`config.mk`:
```
export PLATFORM = sky130hd
export DESIGN_NAME = wb_stream_writer
export DESIGN_NICKNAME = d
export VERILOG_FILES = /design/src/rtl/wb_stream_writer_pkg.sv /design/src/rtl/wb_stream_writer.sv
export SDC_FILE = /design/constraint.sdc
export NUM_CORES = 1
export LEC_CHECK = 0
export BUFFER_PORTS_ARGS = -buffer_cell sky130_fd_sc_hd__clkbuf_2
export CAP_MARGIN = 10
export CORE_ASPECT_RATIO = 0.75
export CORE_MARGIN = 2
export CORE_UTILIZATION = 50
export DETAILED_ROUTE_END_ITERATION = 10
export PLACE_DENSITY = 0.86
export SYNTH_ARGS = -nofsm -noshare
export SYNTH_HDL_FRONTEND = slang
export SYNTH_SLANG_ARGS = --single-unit
```
`constraint.sdc`:
```
create_clock -name clk -period 2.1 [get_ports clk]
set_input_delay 0.525 -clock clk [delete_from_list [all_inputs] [get_ports clk]]
set_output_delay 0.525 -clock clk [all_outputs]
set_load 0.1 [all_outputs]
```
`src/rtl/wb_stream_writer_pkg.sv`:
```
// Shared types for the stream-to-Wishbone writer.
package wb_stream_writer_pkg;

    typedef enum logic [1:0] {
        ST_IDLE      = 2'd0,
        ST_WAIT_DATA = 2'd1,
        ST_BUS       = 2'd2,
        ST_FINISH    = 2'd3
    } state_t;

endpackage

```
`src/rtl/wb_stream_writer.sv`:
```
// Wishbone classic master that writes a counted run of stream words to
// consecutive word addresses, one bus cycle in flight at a time.
module wb_stream_writer
    import wb_stream_writer_pkg::*;
#(
    parameter int unsigned DATA_WIDTH   = 32,
    parameter int unsigned ADDR_WIDTH   = 16,
    parameter int unsigned SELECT_WIDTH = DATA_WIDTH / 8,
    parameter int unsigned COUNT_WIDTH  = 16
) (
    input  logic                    clk,
    input  logic                    rst_n,
    input  logic                    start,
    input  logic [ADDR_WIDTH-1:0]   base_addr,
    input  logic [COUNT_WIDTH-1:0]  word_count,
    output logic                    busy,
    output logic                    done,
    input  logic [DATA_WIDTH-1:0]   s_tdata,
    input  logic                    s_tvalid,
    output logic                    s_tready,
    output logic [ADDR_WIDTH-1:0]   adr_o,
    output logic [DATA_WIDTH-1:0]   dat_o,
    output logic                    we_o,
    output logic [SELECT_WIDTH-1:0] sel_o,
    output logic                    stb_o,
    output logic                    cyc_o,
    input  logic                    ack_i
);

    localparam logic [ADDR_WIDTH-1:0] ADDR_STEP = ADDR_WIDTH'(SELECT_WIDTH);
    localparam logic [ADDR_WIDTH-1:0] ADDR_MASK = ~ADDR_WIDTH'(SELECT_WIDTH - 1);

    state_t                  r_state, w_state;
    logic [ADDR_WIDTH-1:0]   r_addr, w_addr;
    logic [COUNT_WIDTH-1:0]  r_remaining, w_remaining;
    logic                    r_busy, w_busy;
    logic                    r_done, w_done;
    logic                    r_tready, w_tready;
    logic                    r_cyc, w_cyc;
    logic [SELECT_WIDTH-1:0] r_sel, w_sel;
    logic [ADDR_WIDTH-1:0]   r_adr, w_adr;
    logic [DATA_WIDTH-1:0]   r_dat, w_dat;

    // State and datapath registers; reset clears the bus strobes immediately.
    always_ff @(posedge clk or negedge rst_n) begin
        if (!rst_n) begin
            r_state     <= ST_IDLE;
            r_addr      <= '0;
            r_remaining <= '0;
            r_busy      <= 1'b0;
            r_done      <= 1'b0;
            r_tready    <= 1'b0;
            r_cyc       <= 1'b0;
            r_sel       <= '0;
            r_adr       <= '0;
            r_dat       <= '0;
        end else begin
            r_state     <= w_state;
            r_addr      <= w_addr;
            r_remaining <= w_remaining;
            r_busy      <= w_busy;
            r_done      <= w_done;
            r_tready    <= w_tready;
            r_cyc       <= w_cyc;
            r_sel       <= w_sel;
            r_adr       <= w_adr;
            r_dat       <= w_dat;
        end
    end

    always_comb begin
        w_state     = r_state;
        w_addr      = r_addr;
        w_remaining = r_remaining;
        w_busy      = r_busy;
        w_done      = 1'b0;
        w_tready    = r_tready;
        w_cyc       = r_cyc;
        w_adr       = r_adr;
        w_dat       = r_dat;

        unique case (r_state)
            ST_IDLE: begin
                if (start) begin
                    if (word_count != '0) begin
                        w_addr      = base_addr & ADDR_MASK;
                        w_remaining = word_count;
                        w_busy      = 1'b1;
                        w_tready    = 1'b1;
                        w_state     = ST_WAIT_DATA;
                    end else begin
                        w_state = ST_FINISH;
                    end
                end
            end
            ST_WAIT_DATA: begin
                if (s_tvalid && r_tready) begin
                    w_dat    = s_tdata;
                    w_adr    = r_addr;
                    w_cyc    = 1'b1;
                    w_tready = 1'b0;
                    w_state  = ST_BUS;
                end
            end
            ST_BUS: begin
                // Dropping the strobe on the ack edge guarantees a low cycle before the next write.
                if (ack_i) begin
                    w_cyc       = 1'b0;
                    w_addr      = r_addr + ADDR_STEP;
                    w_remaining = r_remaining - COUNT_WIDTH'(1);
                    if (r_remaining == COUNT_WIDTH'(1)) begin
                        w_state = ST_FINISH;
                    end else begin
                        w_tready = 1'b1;
                        w_state  = ST_WAIT_DATA;
                    end
                end
            end
            ST_FINISH: begin
                w_done  = 1'b1;
                w_busy  = 1'b0;
                w_state = ST_IDLE;
            end
            default: w_state = ST_IDLE;
        endcase

        w_sel = {SELECT_WIDTH{w_cyc}};
    end

    assign busy     = r_busy;
    assign done     = r_done;
    assign s_tready = r_tready;
    assign adr_o    = r_adr;
    assign dat_o    = r_dat;
    assign we_o     = r_cyc;
    assign stb_o    = r_cyc;
    assign cyc_o    = r_cyc;
    assign sel_o    = r_sel;

endmodule

```
# After elaboration in Yosys (flattened, before gate mapping)
# Cells that the tools add are included.
dict set report totals {
  register_bits 87
  inputBits 69
  output_inout_bits 58
  elab_cells 57
}
dict set report op_classes {
  n_addsub 2
  eq_ne 9
  mux 25
  reduce_logical 11
}
# operator count
set ops {}
lappend ops {{16-bit two-way mux} 6}
lappend ops {{16-bit case mux with 2 select lines} 2}
lappend ops {{16-bit by 3-bit adder with 16-bit output, second input constant} 1}
lappend ops {{16-bit by 1-bit == test with 1-bit output, second input constant} 1}
lappend ops {{16-bit nonzero test} 1}
lappend ops {{16-bit by 1-bit subtractor with 16-bit output, second input constant} 1}
lappend ops {{2-bit two-way mux} 5}
lappend ops {{2-bit inequality test, second input constant} 5}
lappend ops {{1-bit two-way mux} 8}
lappend ops {{2-bit case mux with 4 select lines} 1}
lappend ops {{3-bit AND reduction} 2}
lappend ops {{6-bit AND reduction} 1}
lappend ops {{2-bit == test, second input constant} 2}
lappend ops {{1-bit case mux with 2 select lines} 2}
lappend ops {{4-bit AND reduction} 1}
lappend ops {{2-bit nonzero test} 2}
lappend ops {{1-bit case mux with 3 select lines} 1}
lappend ops {{3-bit nonzero test} 1}
lappend ops {{2-bit by 1-bit == test with 1-bit output, second input constant} 1}
lappend ops {{2-bit zero test} 1}
lappend ops {{2-bit AND reduction} 1}
lappend ops {{1-bit logical AND} 1}

# Longest topological paths before layout
# Gate-level depths: netlist of the first run.
dict set report depth {
  ltp_word 4
  ltp_mapped 8
  ltp_nobuf 7
}

# Least setup slack after synthesis of the first run
# Ideal clock, no wire load.
dict set report synth_path {
  path_type {register to register}
  start {register r_tready (netlist: s_tready)}
  end {register r_adr[10] (netlist: adr_o[10])}
  setup_time_ps 126
  arrival_ps 1830
  t_required_ps 1974
  setup_slack_ps 144
  path_stages_with_launch 4
  n_path_buf 1
  synth_period_minus_slack_ps 1956
  cell_sequence {dfrtp_1 nand4_1 buf_2 mux2_2}
}
dict set report synth_between {
  elab_chain_cells 2
}
# element line_no
set synth_lines {}
lappend synth_lines {{start: declaration} wb_stream_writer.sv:38} ;# logic r_tready, w_tready;
lappend synth_lines {{start signal: assignment} wb_stream_writer.sv:63} ;# r_tready <= w_tready;
lappend synth_lines {{1-bit logical AND} wb_stream_writer.sv:97} ;# if (s_tvalid && r_tready) begin
lappend synth_lines {{2-bit AND reduction (no source line)} -}
lappend synth_lines {{end signal: assignment} wb_stream_writer.sv:66} ;# r_adr <= w_adr;
lappend synth_lines {{end: declaration} wb_stream_writer.sv:41} ;# logic [ADDR_WIDTH-1:0] r_adr, w_adr;
# No other way between the ends.
# A chain may end at the register's enable or synchronous reset.

# Worst setup path in the final report of the first run
dict set report layout_path {
  start {register r_remaining[0]}
  end {register r_remaining[14]}
}
dict set report layout_between {
  elab_chain_cells 3
}
# element line_no
set layout_lines {}
lappend layout_lines {{start: declaration} wb_stream_writer.sv:35} ;# logic [COUNT_WIDTH-1:0] r_remaining, w_remaining;
lappend layout_lines {{start signal: assignment} wb_stream_writer.sv:60} ;# r_remaining <= w_remaining;
lappend layout_lines {{16-bit by 1-bit subtractor with 16-bit output} wb_stream_writer.sv:110} ;# w_remaining = r_remaining - COUNT_WIDTH'(1);
lappend layout_lines {{16-bit two-way mux} wb_stream_writer.sv:107} ;# if (ack_i) begin
lappend layout_lines {{16-bit case mux with 2 select lines} wb_stream_writer.sv:82} ;# unique case (r_state)
# No other way between the ends. The select of a mux whose other input is x is not followed.

==> metrics, run 1 <==
status finished, final reports clean; worst slew pin tran around 560 ps; Overflow after GRT 0; r2r worst-path depth 7; site row count 28; IO Port Bufs 122; Slew Viols, Final 0; worst reg2reg path endpoint r_remaining[14]; CP max FO 4; vias in the first global route 3228; Clock Path Buffers 2; first-pass GRT wire length 16100 µm; vias per std cell 5.60; final instance area 5090 µm²; crit path kind flop to flop; Setup Skew 5.66 ps; CP Launch Type flop; Final ANT Viol Nets 0; syn avg cell area 10.8 µm²; Syn Std Cell Area a little over 4000 µm²; Seq/Total Area, Yosys 50.6%; Hold Path Class primary input to asynchronous set/reset pin; RSZ-0062 raised after global routing no; largest net degree at the start of global routing 52; MaxCap Viol Count 0; post-layout util ~65%; die width 108 µm; # nets final 581; Cell variety after synth 66; initial antenna violation count 0; DP Wirelength 7640 µm; Period minus WS final 2010 ps; Initial Util roughly 51%; Fmax approximately 0.50 GHz; WL per Instance between 15 and 20 µm; critical path arrival 2260 ps; Setup crit end kind flop; Post-synth ARST share 100%; via count 3468; GPL Wtd Cong 0.961; Final WS setup 87.3 ps; Ys Warns 0; Synth Register Bits 82; initial DRC count ~260; WHS 79.6 ps; dpl ws -44.2 ps; Ports between 100 and 150; Ant. Diodes 0; Total GRT Usage a little under a quarter; Primary FF master, synth dfrtp_1; final setup fails 0; final WL 10200 µm; Post-synth EDFFs 0; critical path required time 2340 ps; launch point of the worst reg-to-reg path r_remaining[0]; TritonCTS clock tree built; r2r setup slk 90 ps; Pre-antenna DRT Iters 5; Post-CTS Hold Fix Bufs 0; Die Ht 82.0 µm; TritonCTS Sinks 82; full die area 8850 µm²; Clk Latency, worst-skew pair 350 ps; Root Driver clkbuf_8; Synth Instances 374; crit share post-route 95.8%; Layout area overhead 25.7%; total CTS buffers 9; DRC Markers 0; H-tree depth 3; Fin. Hold Viols 0; share of layout cells above drive strength 1 44.7%; slew margin rel. roughly 63%; Clock transition at path regs 90 ps; core area ~7900 µm²; dpl cell area 4890 µm²
sequential cells by signal, indices dropped and copies added, names as in the netlist:
| name | flops |
|---|---|
| adr_o | 14 |
| busy | 1 |
| dat_o | 32 |
| done | 1 |
| r_addr | 14 |
| r_remaining | 16 |
| r_state | 2 |
| s_tready | 1 |
| sel_o | 1 |
through the flow:
step                TNS [ps]  std cells
floorplan                  0        375
global placement           0        601
detailed placement     -44.2        601
CTS                        0        617
global route               0        619
finish                     0        619
final cells by class:
class / count / area (µm²)
inverters: 10 / 37.5
flip-flops and latches: 82 / 2050
clock inverters: 6 / 48.8
multi-input cells: 253 / 1800
well taps: 105 / 131
clock buffers: 10 / 128
repair buffers: 153 / 896
fillers: 664 / 2790
kinds of logic after synthesis:
| logic type | count (synthesis) | share of synthesized area, % |
|---|---|---|
| simple gates | 110 | 15.7 |
| compound gates | 94 | 15.3 |
| flops | 82 | 50.6 |
| mux | 44 | 12.2 |
| buf+inv | 40 | 5.12 |
| fa+ha+maj | 3 | 0.926 |
| other cells | 1 | 0.0925 |
worst max-delay path by stage:
stage / start / slack, ps / cells after the start / end
6_report: r_remaining[0] / 90 / 7 / r_remaining[14]
5_1_grt: r_remaining[1] / 0.5 / 7 / r_remaining[14]
4_1_cts: r_remaining[0] / 30 / 7 / r_remaining[14]
3_5_place_dp: word_count[13] / -40 / 7 / r_addr[9]
3_3_place_gp: word_count[3] / 40 / 8 / r_addr[9]
2_1_floorplan: s_tready / 140 / 3 / adr_o[10]
synthesized netlist by cell type, drive strengths merged (3+ instances only):
library cell / n / area (µm²)
and3: 4 / 30.0
a311oi: 3 / 26.3
buf: 21 / 136
o21ai: 30 / 161
inv: 10 / 37.5
ha: 3 / 37.5
nand2: 25 / 93.8
mux2: 42 / 473
nor3: 7 / 35.0
nand3: 14 / 80.1
o211ai: 4 / 35.0
a211oi: 3 / 22.5
dfrtp: 82 / 2050
o22ai: 6 / 37.5
or3: 3 / 18.8
clkbuf: 9 / 33.8
nor4: 8 / 90.1
nor2: 24 / 92.6
nand4: 4 / 31.3
a21oi: 22 / 110
and2: 5 / 31.3
critical path, cell delays in order (launching register included):
cell,delay [ps]
dfrtp_2,440
inv_1,90
ha_1,180
or3b_4,430
nor4b_4,360
nand4_1,140
mux2i_1,190
a211oi_1,60
metal layers:
metal	share of wire (%)	up-vias	track usage, %	routed length (µm)
met5	0	-	0	0
met4	1.3	0	7.44	129
met3	7.4	10	5.40	755
met2	46	155	36.3	4680
met1	46	1672	34.0	4660
li1	-	1631	-	-
placed cells by master (no fill, tap or decap), types with 4 or more instances in the layout:
cell type and count:
a21oi_1 22, and2_1 5, buf_12 4, buf_4 28, clkbuf_2 121, clkbuf_8 9, dfrtp_1 81, inv_1 9
mux2_2 42, nand2_1 25, nand3_1 12, nor2_1 23, nor3_1 7, nor4_2 4, o21ai_0 28, o22ai_1 6
what timing repair did:
| item | 4_1_cts | 5_1_grt |
|---|---|---|
| gates resized for setup | 0 | 2 |
| setup buffers | 0 | 2 |
| setup endpoints to repair | 0 | 3 |
Power of run 1 is left out: the tool's default activity adds up to more than one toggle a clock period on the data nets, which glitch-free logic cannot reach.
==> run 2: changes to the inputs <==
CORE_UTILIZATION = 46   (was 50)
PLACE_DENSITY = 0.84   (was 0.86)
clock period = 1.8 ns   (was 2.1 ns; I/O delays follow)
==> metrics, run 2 (synthesis gave the netlist of run 1 again) <==
Fmax 0.511 GHz (+2.8%); TritonCTS Sinks 82 (unchanged); post-route setup TNS -427 ps (-427 ps); Ports 127 (unchanged); most frequent cells in the layout 121 x clkbuf_2, 78 x dfrtp_1, 65 x buf_4; Fin. Hold Viols 0 (unchanged); crit share post-route 109% (+13 points); TritonCTS clock tree built; Clk Latency, worst-skew pair 340 ps (about the same); slew margin rel. 62.9% (+0.13 points); Clock transition at path regs 60 ps (-30 ps); DP Wirelength 8150 µm (+6.7%); launch point of the worst reg-to-reg path r_remaining[14]; IO Port Bufs 122 (unchanged); CP max FO 4 (unchanged); final instance area 5620 µm² (+10%); Ant. Diodes 0 (unchanged); max reg flops 32 (unchanged); initial antenna violation count 0 (unchanged); Clock Path Buffers 2 (unchanged); H-tree depth 3 (unchanged); RSZ-0062 raised after global routing yes; critical path required time 2010 ps (-330 ps); Total GRT Usage 23.3% (-0.45 points); storage element area 2060 µm² (+0.18%); dpl cell area 5140 µm² (+5.2%); vias in the first global route 3645 (+13%); critical path arrival 2170 ps (-90 ps); final WL 11500 µm (+12%); vias per std cell 5.67 (+1.1%); Setup crit end kind flop; initial DRC count 304 (+19%); site row count 29 (+3.6%); commonest non-fill, non-tap cell in the layout clkbuf_2; GPL Wtd Cong 0.939 (-2.2%); CP Launch Type flop; Setup Skew 7.26 ps (+1.60 ps); crit path kind flop to flop; Pre-antenna DRT Iters 5 (unchanged); full die area 9590 µm² (+8.3%); CP startpoint r_remaining[14]; violated checks negative setup slack; Overflow after GRT 0 (unchanged); core area 8530 µm² (+8.2%); # nets final 620 (+6.7%); post-layout util 65.9% (+1.3 points); via count 3740 (+7.8%); final setup fails 4 (+4); filler instances 638 (-3.9%); Layout area overhead 38.7%; Root Driver clkbuf_16; DRC Markers 0 (unchanged); Period minus WS final 1960 ps (-54.1 ps); multi-input logic area 1910 µm² (+5.8%); largest net degree at the start of global routing 52 (unchanged); die width 112 µm (+4.1%); status finished, violations left; r2r setup slk -160 ps (-250 ps); Final ANT Viol Nets 0 (unchanged); Initial Util 47.5% (-3.9 points); WL per Instance 17.4 µm (+5.2%); first-pass GRT wire length 17600 µm (+9.6%); Die Ht 85.3 µm (+4.0%); Hold Path Class primary input to asynchronous set/reset pin; MaxCap Viol Count 0 (unchanged); worst slew pin tran 559 ps (-1.98 ps); Slew Viols, Final 0 (unchanged); Final WS setup -159 ps (-246 ps); dpl ws -205 ps (-161 ps); total CTS buffers 9 (unchanged); share of layout cells above drive strength 1 52.5% (+7.8 points)
run 2: area by class of cell:
type | instances | share of cell area [%]
sequential | 82 | 36.6
tap | 108 | 2.40
multi-input combinational | 253 | 33.9
clock buffer | 10 | 4.07
inverter | 10 | 0.668
timing repair buffer | 192 | 21.0
clock inverter | 5 | 1.42
run 2: layer usage:
metal | global-route usage, % | part of all wire, % | routed length, µm
met1 | 31.4 | 41 | 4720
met2 | 38.1 | 49 | 5590
met3 | 5.57 | 8.2 | 944
met4 | 6.87 | 2.0 | 224
met5 | 0 | 0 | 0
run 2: per-stage QoR:
step / instances / hold slack, ps
floorplan: 375 / 154
global placement: 639 / 386
detailed placement: 639 / 390
CTS: 660 / 30.9
global route: 660 / 44.9
finish: 660 / 29.1
run 2: repair_timing:
| action | 4_1_cts | 5_1_grt |
|---|---|---|
| setup endpoints to repair | 11 | 21 |
| pin swaps | 15 | 11 |
| resized for setup | 17 | 20 |
| hold buffers | 0 | 0 |
| setup buffers | 6 | 3 |
run 2: path summary, 6_finish.rpt:
check                           depth (start not counted)         to
worst max register to register                          5   s_tready
min in group clk                                        2  dat_o[20]
worst max-delay path                                    5   s_tready
worst min-delay path                                    1  dat_o[11]
worst min register to register                          2   adr_o[9]
max in group asynchronous                               2  r_addr[8]
run 2: worst max-delay path: stages (launching register included):
cell       delay [ps]
dfrtp_1           430
nor4_1            400
buf_4             200
nor4b_1           440
a211oi_1          210
a2bb2oi_1         160
Power of run 2 is left out for the same reason.
